**src/rtl/string_serializer.sv**
```systemverilog
// Parallel-to-serial front end feeding the 0110 detector: valid/ready word load, one bit per clock,
// idle fill between words. Define SER_LSB_FIRST_EN to send load_data[0] first (default: MSB first).
module string_serializer #(
  parameter int   DATA_W   = 16,
  parameter int   LEN_W    = 6,
  parameter logic IDLE_BIT = 1'b1
) (
  input  logic              clock,
  input  logic              reset,
  input  logic              load_valid,
  output logic              load_ready,
  input  logic [DATA_W-1:0] load_data,
  input  logic [LEN_W-1:0]  load_len,
  output logic              ser_out,
  output logic              ser_valid,
  output logic              word_done,
  output logic              busy
);

  typedef enum logic {S_IDLE, S_SHIFT} state_t;

  state_t            state, state_nx;
  logic [DATA_W-1:0] sr, sr_nx;
  logic [LEN_W-1:0]  rem, rem_nx;
  logic              ser_out_nx, ser_valid_nx, word_done_nx, busy_nx;

  logic              accept;
  logic [LEN_W-1:0]  len_eff;
  logic              first_bit, next_bit;
  logic [DATA_W-1:0] load_sr, shifted_sr;

  assign load_ready = (state == S_IDLE) || (rem == LEN_W'(1));
  assign accept     = load_valid && load_ready;
  assign len_eff    = (load_len > LEN_W'(DATA_W)) ? LEN_W'(DATA_W) : load_len;

  // ser_out already holds the current bit; sr holds only the bits still to come.
  always_comb begin
`ifdef SER_LSB_FIRST_EN
    first_bit  = load_data[0];
    load_sr    = load_data >> 1;
    next_bit   = sr[0];
    shifted_sr = sr >> 1;
`else
    // Left-align the word so bit L-1 sits at the MSB and shifts out first.
    load_sr    = load_data << (LEN_W'(DATA_W) - len_eff);
    first_bit  = load_sr[DATA_W-1];
    load_sr    = load_sr << 1;
    next_bit   = sr[DATA_W-1];
    shifted_sr = sr << 1;
`endif
  end

  // NOTE: every next-state variable gets a default first so no path leaves it unassigned (no latches).
  always_comb begin
    state_nx     = state;
    sr_nx        = sr;
    rem_nx       = rem;
    ser_out_nx   = ser_out;
    ser_valid_nx = ser_valid;
    word_done_nx = 1'b0;
    busy_nx      = busy;

    case (state)
      S_SHIFT: begin
        if (rem > LEN_W'(1)) begin
          ser_out_nx   = next_bit;
          sr_nx        = shifted_sr;
          rem_nx       = rem - LEN_W'(1);
          word_done_nx = (rem == LEN_W'(2));
        end else begin
          state_nx     = S_IDLE;
          sr_nx        = '0;
          rem_nx       = '0;
          ser_out_nx   = IDLE_BIT;
          ser_valid_nx = 1'b0;
          busy_nx      = 1'b0;
        end
      end
      default: ;
    endcase

    // A zero-length word is consumed by the handshake but never loaded.
    if (accept && (len_eff != '0)) begin
      state_nx     = S_SHIFT;
      sr_nx        = load_sr;
      rem_nx       = len_eff;
      ser_out_nx   = first_bit;
      ser_valid_nx = 1'b1;
      word_done_nx = (len_eff == LEN_W'(1));
      busy_nx      = 1'b1;
    end
  end

  // NOTE: sequential state uses non-blocking assignments so all registers update from pre-edge values.
  always_ff @(posedge clock) begin
    if (reset) begin
      state     <= S_IDLE;
      sr        <= '0;
      rem       <= '0;
      ser_out   <= IDLE_BIT;
      ser_valid <= 1'b0;
      word_done <= 1'b0;
      busy      <= 1'b0;
    end else begin
      state     <= state_nx;
      sr        <= sr_nx;
      rem       <= rem_nx;
      ser_out   <= ser_out_nx;
      ser_valid <= ser_valid_nx;
      word_done <= word_done_nx;
      busy      <= busy_nx;
    end
  end

endmodule

```
**config.mk**
```make
export PLATFORM = sky130hd
export DESIGN_NAME = string_serializer
export DESIGN_NICKNAME = d
export VERILOG_FILES = /design/src/rtl/string_serializer.sv
export SDC_FILE = /design/constraint.sdc
export NUM_CORES = 1
export LEC_CHECK = 0
export CORE_ASPECT_RATIO = 0.75
export CORE_MARGIN = 8
export CORE_UTILIZATION = 64
export DETAILED_ROUTE_END_ITERATION = 8
export DONT_BUFFER_PORTS = 1
export PLACE_DENSITY = 0.86
export SYNTH_ARGS = -nofsm -noshare
export SYNTH_HDL_FRONTEND = slang
export SYNTH_SLANG_ARGS = --single-unit
```
**constraint.sdc**
```tcl
create_clock -name clock -period 3.1 [get_ports clock]
set_clock_uncertainty 0.15 [all_clocks]
set_input_delay 0.155 -clock clock [delete_from_list [all_inputs] [get_ports clock]]
set_output_delay 0.155 -clock clock [all_outputs]
set_load 0.02 [all_outputs]
```
=== After elaboration in Yosys (flattened, before gate mapping) ===
Index checks and enable logic that the tools add are counted.

* Register bits after elaboration: 26
* Output and inout port bits: 5
* Logic and storage cells: 43

* Add/subtract/negate cells: 2
* $lt $le $gt $ge: 2
* Equality and inequality tests: 4
* Shift operators: 1
* Multiplexer cells: 19
* Bitwise operators: 1
* Reductions and logical operators: 7

{| class="wikitable"
|+ Operator list
! kind !! number
|-
| 16-bit two-way mux || 3
|-
| 6-bit two-way mux || 4
|-
| 16-bit by 6-bit left shift with 16-bit output || 1
|-
| 6-bit by 1-bit equality test with 1-bit output (second input constant) || 2
|-
| 1-bit two-way mux || 12
|-
| 6-bit by 2-bit equality test with 1-bit output (second input constant) || 1
|-
| 6-bit by 1-bit > comparator with 1-bit output (second input constant) || 1
|-
| 6-bit by 5-bit > comparator with 1-bit output (second input constant) || 1
|-
| 6-bit nonzero test || 1
|-
| 5-bit by 6-bit subtractor with 6-bit output (first input constant) || 1
|-
| 6-bit by 1-bit subtractor with 6-bit output (second input constant) || 1
|-
| 1-bit logical AND || 2
|-
| 2-bit by 1-bit inequality test with 1-bit output (second input constant) || 1
|-
| 2-bit AND reduction || 1
|-
| 2-bit nonzero test || 1
|-
| 2-bit OR reduction || 1
|-
| 1-bit logical OR || 1
|-
| 1-bit NOT || 1
|}

=== Logic depth before layout (Yosys ltp) ===
* Depth in word-level cells: 6
* Gate-level depth with buffers: 15
* Mapped depth without buffers: 12

=== Worst setup path after synthesis ===
No wires, ideal clock.

* Path kind: input-to-reg
* From: in load_len[5]
* To: reg sr[11]
* Setup time: 91 ps
* Data arrival time: 2650 ps
* Required time: 2859 ps
* Path slack: 209 ps
* Stages: 10
* Path buffers: 1
* Path through: nor3b_4 inv_2 ha_1 clkbuf_1 o21a_1 ha_1 nor4bb_1 a41oi_1 or4_1 a311oi_1

* Cells in the longest elaborated chain, start to end: 5
* Elaborated cells on any way between the ends: 8
* Classes of those cells: 1 x add/sub; 1 x order compare; 1 x shift; 2 x mux; 3 x reduce/logical

{| class="wikitable"
|+ RTL lines
! what !! line !! source
|-
| from (decl) || 13 || <nowiki>input logic [LEN_W-1:0] load_len,</nowiki>
|-
| 6-bit by 5-bit > comparator with 1-bit output || 34 || <nowiki>assign len_eff = (load_len > LEN_W'(DATA_W)) ? LEN_W'(DATA_W) : load_len;</nowiki>
|-
| 6-bit two-way mux (*) || 34 ||
|-
| 5-bit by 6-bit subtractor with 6-bit output or 6-bit nonzero test (tied branches) || 45, 83 ||
|-
| 16-bit by 6-bit left shift with 16-bit output or 1-bit logical AND (tied branches) || 45, 83 ||
|-
| 16-bit two-way mux or 2-bit nonzero test (tied branches) || n/a ||
|-
| to (signal assigned) || 106 || <nowiki>sr <= sr_nx;</nowiki>
|-
| to (decl) || 23 || <nowiki>logic [DATA_W-1:0] sr, sr_nx;</nowiki>
|}

Mark *: on every way between the ends. The rest lies on a longest branch, timed or not.
A chain may end at the register's enable or synchronous reset.

=== Final worst setup path ===
* From: reg rem[2]
* To: reg rem[2]

* Cells in the longest elaborated chain, start to end: 5
* Elaborated cells on any way between the ends: 10
* Classes of those cells: 1 x add/sub; 1 x order compare; 1 x eq/ne; 3 x mux; 4 x reduce/logical

{| class="wikitable"
|+ RTL lines
! what !! line !! source
|-
| from (decl) || 24 || <nowiki>logic [LEN_W-1:0] rem, rem_nx;</nowiki>
|-
| from (signal assigned) || 107 || <nowiki>rem <= rem_nx;</nowiki>
|-
| branches (longest 5 deep; another with 6-bit by 1-bit subtractor with 6-bit output) || n/a ||
|}

Several ways; the timed one is not identified. The select of a mux whose other input is x is not followed.

==> impl_metrics.py <==
metrics = {
    "die": {
        "die_area_um2": 5348,
        "die-width_um": 81.82,
        "start_util": 0.6502,
        "die_h_um": 65.37,
        "core_region_area_um2": 3198,
        "io_pins": 30,
        "row_count": 18,
    },
    "timing": {
        "setup_viol": 0,
        "fin_tns_setup_ns": 0,
        "maxSlewViolCount": 0,
        "layout_setup_ws_ns": 0.2454,
        "hold_violations": 0,
        "relSlewSlack": 0.3487,
        "tightestPinTransition_ns": 0.9737,
        "rsz0062_at_grt": "false",
        "finalCritPeriodShare": 0.9208,
        "timing.fmax_mhz": 350.3,
        "min_period_ns": 2.855,
    },
    "power_and_ir_drop": {
        "max-vdd-ir-drop_v": 0.0002770,
        "p_per_area_nw_per_um2": 440.5,
        "p_total_uw": 963.5,
        "leakage_uw": 0.0008265,
    },
    "run": {
        "cap_violations": 0,
    },
    "setup_path": {
        "path_cells": "nor4_1 > o21ai_0 > and2_0 > nand3b_1 > a31oi_1 > dlygate4sd3_1",
        "path_class": "flop to flop",
        "cp-start-kind": "flop",
        "crit_path_top_delay_cell": "dlygate4sd3_1",
        "worstPathArrival_ns": 2.87,
        "worst_ep_required_time_ns": 3.11,
        "cp-end-kind": "flop",
        "worstPathMaxFanout": 6,
        "max_stage_delay_ns": 0.61,
    },
    "logic_synthesis": {
        "async_flop_share": 0,
        "synthAdderAreaFrac": 0.03610,
        "synth_top_family_by_area": "compound AO/OA/AOI/OAI gates",
        "yosysSeqAreaShare": 0.2407,
        "synthXorXnorAreaFrac": 0.01264,
        "yosys.area_share.simple": 0.2178,
        "ys_ff_latch": 25,
        "synth-compound-area-share": 0.2280,
        "syn_area_per_cell_um2": 8.318,
        "synth_edf_count": 0,
        "synthDistinctLibCells": 52,
        "netlist_area_um2": 2079,
        "yosys_warnings": 0,
        "synth_flop_cell": "dfxtp_1",
        "synthCells": 250,
        "muxShareOfSynthArea": 0.2166,
        "syn-num-nets": 281,
    },
    "route": {
        "dr.pass1.iters": 4,
        "drt-wirelength-per-cell_um": 19.01,
        "postRouteAntennaNets": 0,
        "drc": 0,
        "vias_per_cell": 6.906,
        "vias": 1975,
        "drtIter0Drc": 173,
        "totalWireLength_mm": 5.436,
    },
    "layout": {
        "seqCellArea_um2": 500.5,
        "finalNetCount": 278,
        "n_fill_cell": 249,
        "drive_gt1_frac": 0.1341,
        "diodes": 0,
        "multiInputGateArea_um2": 1479,
        "final_core_util": 0.6839,
        "area_growth_pct": 5.175,
    },
    "global_route": {
        "grt_pass1_vias": 1849,
        "antenna_found_initial": 0,
        "grt_max_degree": 27,
        "track_usage": 0.2042,
        "grt_pass1_wl_mm": 8.852,
        "globalRouteOverflowTotal": 0,
    },
    "cts": {
        "cts_buffer_depth": 2,
        "cts_max_level": 1,
        "clock_sinks": 25,
        "cts_hold_buf": 3,
        "clk_latency_ns": 0.27,
        "post_cts_buffers": 0,
        "clk_pin_slew_ns": 0.09,
        "cts_made_buffers": 3,
        "cts_tree": "yes",
        "root_buffer": "clkbuf_8",
        "ctsResizeCount": 0,
    },
    "place": {
        "io_buffers": 0,
        "pre_cts_ws_ns": 0.3328,
        "gp_congestion": 0.9123,
        "dp_hpwl_mm": 4.140,
    },
    "min_path": {
        "min_path_type": "input pin to flop",
    },
    "status": {
        "status": "complete, no violations",
    },
}
## power by group
part | internal, uW | total (uW) | switching, uW
Clock | 91.1 | 198 | 107
Sequential | 358 | 394 | 36.1
Combinational | 153 | 371 | 218
## per-layer routing
layer / up-vias / share of wire / global-route usage / wire (um)
li1: 939 / - / - / -
met1: 918 / 0.41 / 0.2724 / 2211
met3: 12 / 0.10 / 0.05450 / 565
met4: 0 / 0.016 / 0.05240 / 85
met2: 106 / 0.47 / 0.3176 / 2573
met5: - / 0 / 0 / 0
## final timing paths
kind | slack, ns | start | to | cells after the start
max | 0.25 | rem[2] | rem[2] | 6
min | 0.03 | load_len[0] | sr[14] | 3
max reg2reg | 0.25 | rem[2] | rem[2] | 6
min reg2reg | 0.34 | sr[5] | sr[5] | 2
## stage by stage
stage / instances / area [um^2] / hold WS, ns
2_1_floorplan: 250 / 2079 / 0.1949
3_3_place_gp: 279 / 2108 / 0.07833
3_5_place_dp: 279 / 2108 / 0.07832
4_1_cts: 286 / 2187 / 0.02125
5_1_grt: 286 / 2187 / 0.03666
6_report: 286 / 2187 / 0.02619
## kinds of logic (layout without fill, tap and decap cells)
kind of cell / count (synthesis) / count (layout)
and+or+nand+nor: 92 / 92
AOI/OAI and AO/OA: 69 / 69
muxes: 31 / 31
DFF: 25 / 25
buffers and inverters: 24 / 20
adders and majority gates: 6 / 6
xor gates and xnor gates: 3 / 3
## state kept, by name, indices dropped and copies added, names as in the netlist
signal	cells
busy	1
rem	6
ser_out	1
sr	15
state	1
word_done	1
## cell usage after synthesis, types with 3 or more instances
cell type,n,share of area
nor2_1,30,0.054
dfxtp_1,25,0.24
nand2_1,21,0.038
a21oi_1,17,0.041
clkbuf_1,14,0.025
nor3_1,13,0.031
o21ai_0,13,0.031
mux2i_1,12,0.058
mux2_2,10,0.054
a221oi_1,8,0.034
ha_1,6,0.036
nand3_1,6,0.014
a211oi_1,5,0.018
mux4_2,5,0.054
a31oi_1,4,0.012
inv_1,4,0.0072
mux4_1,4,0.051
nand2b_1,4,0.012
a311oi_1,3,0.013
nor4_1,3,0.0090
o21bai_1,3,0.011
o31a_1,3,0.013
## cells in the final DEF, fill, tap and decap left out, types with 6 or more instances in the layout
cell / netlist / layout
mux2_2: 10 / 10
ha_1: 6 / 6
dfxtp_1: 25 / 25
buf_4: 2 / 8
a221oi_1: 8 / 8
a21oi_1: 17 / 17
o21ai_0: 13 / 13
nor3_1: 13 / 13
mux2i_1: 12 / 12
nand2_1: 21 / 21
nor2_1: 30 / 30
nand3_1: 6 / 6
## layout make-up
class,instances,share of cell area
Multi-Input combinational cell,201,0.6762
Sequential cell,25,0.2288
Timing Repair Buffer,11,0.04119
Tap cell,40,0.02288
Clock buffer,3,0.01888
Inverter,5,0.008581
Clock inverter,1,0.003432
## critical path, delay by kind of cell (launching register included)
family                 cells  cell delay [ns]
buffers and inverters      1             0.61
AND/OR/NAND/NOR            3             1.14
flip-flops                 1             0.37
AO/OA/AOI/OAI              2             0.47
Note: power is estimated with default switching activity, not from simulation.
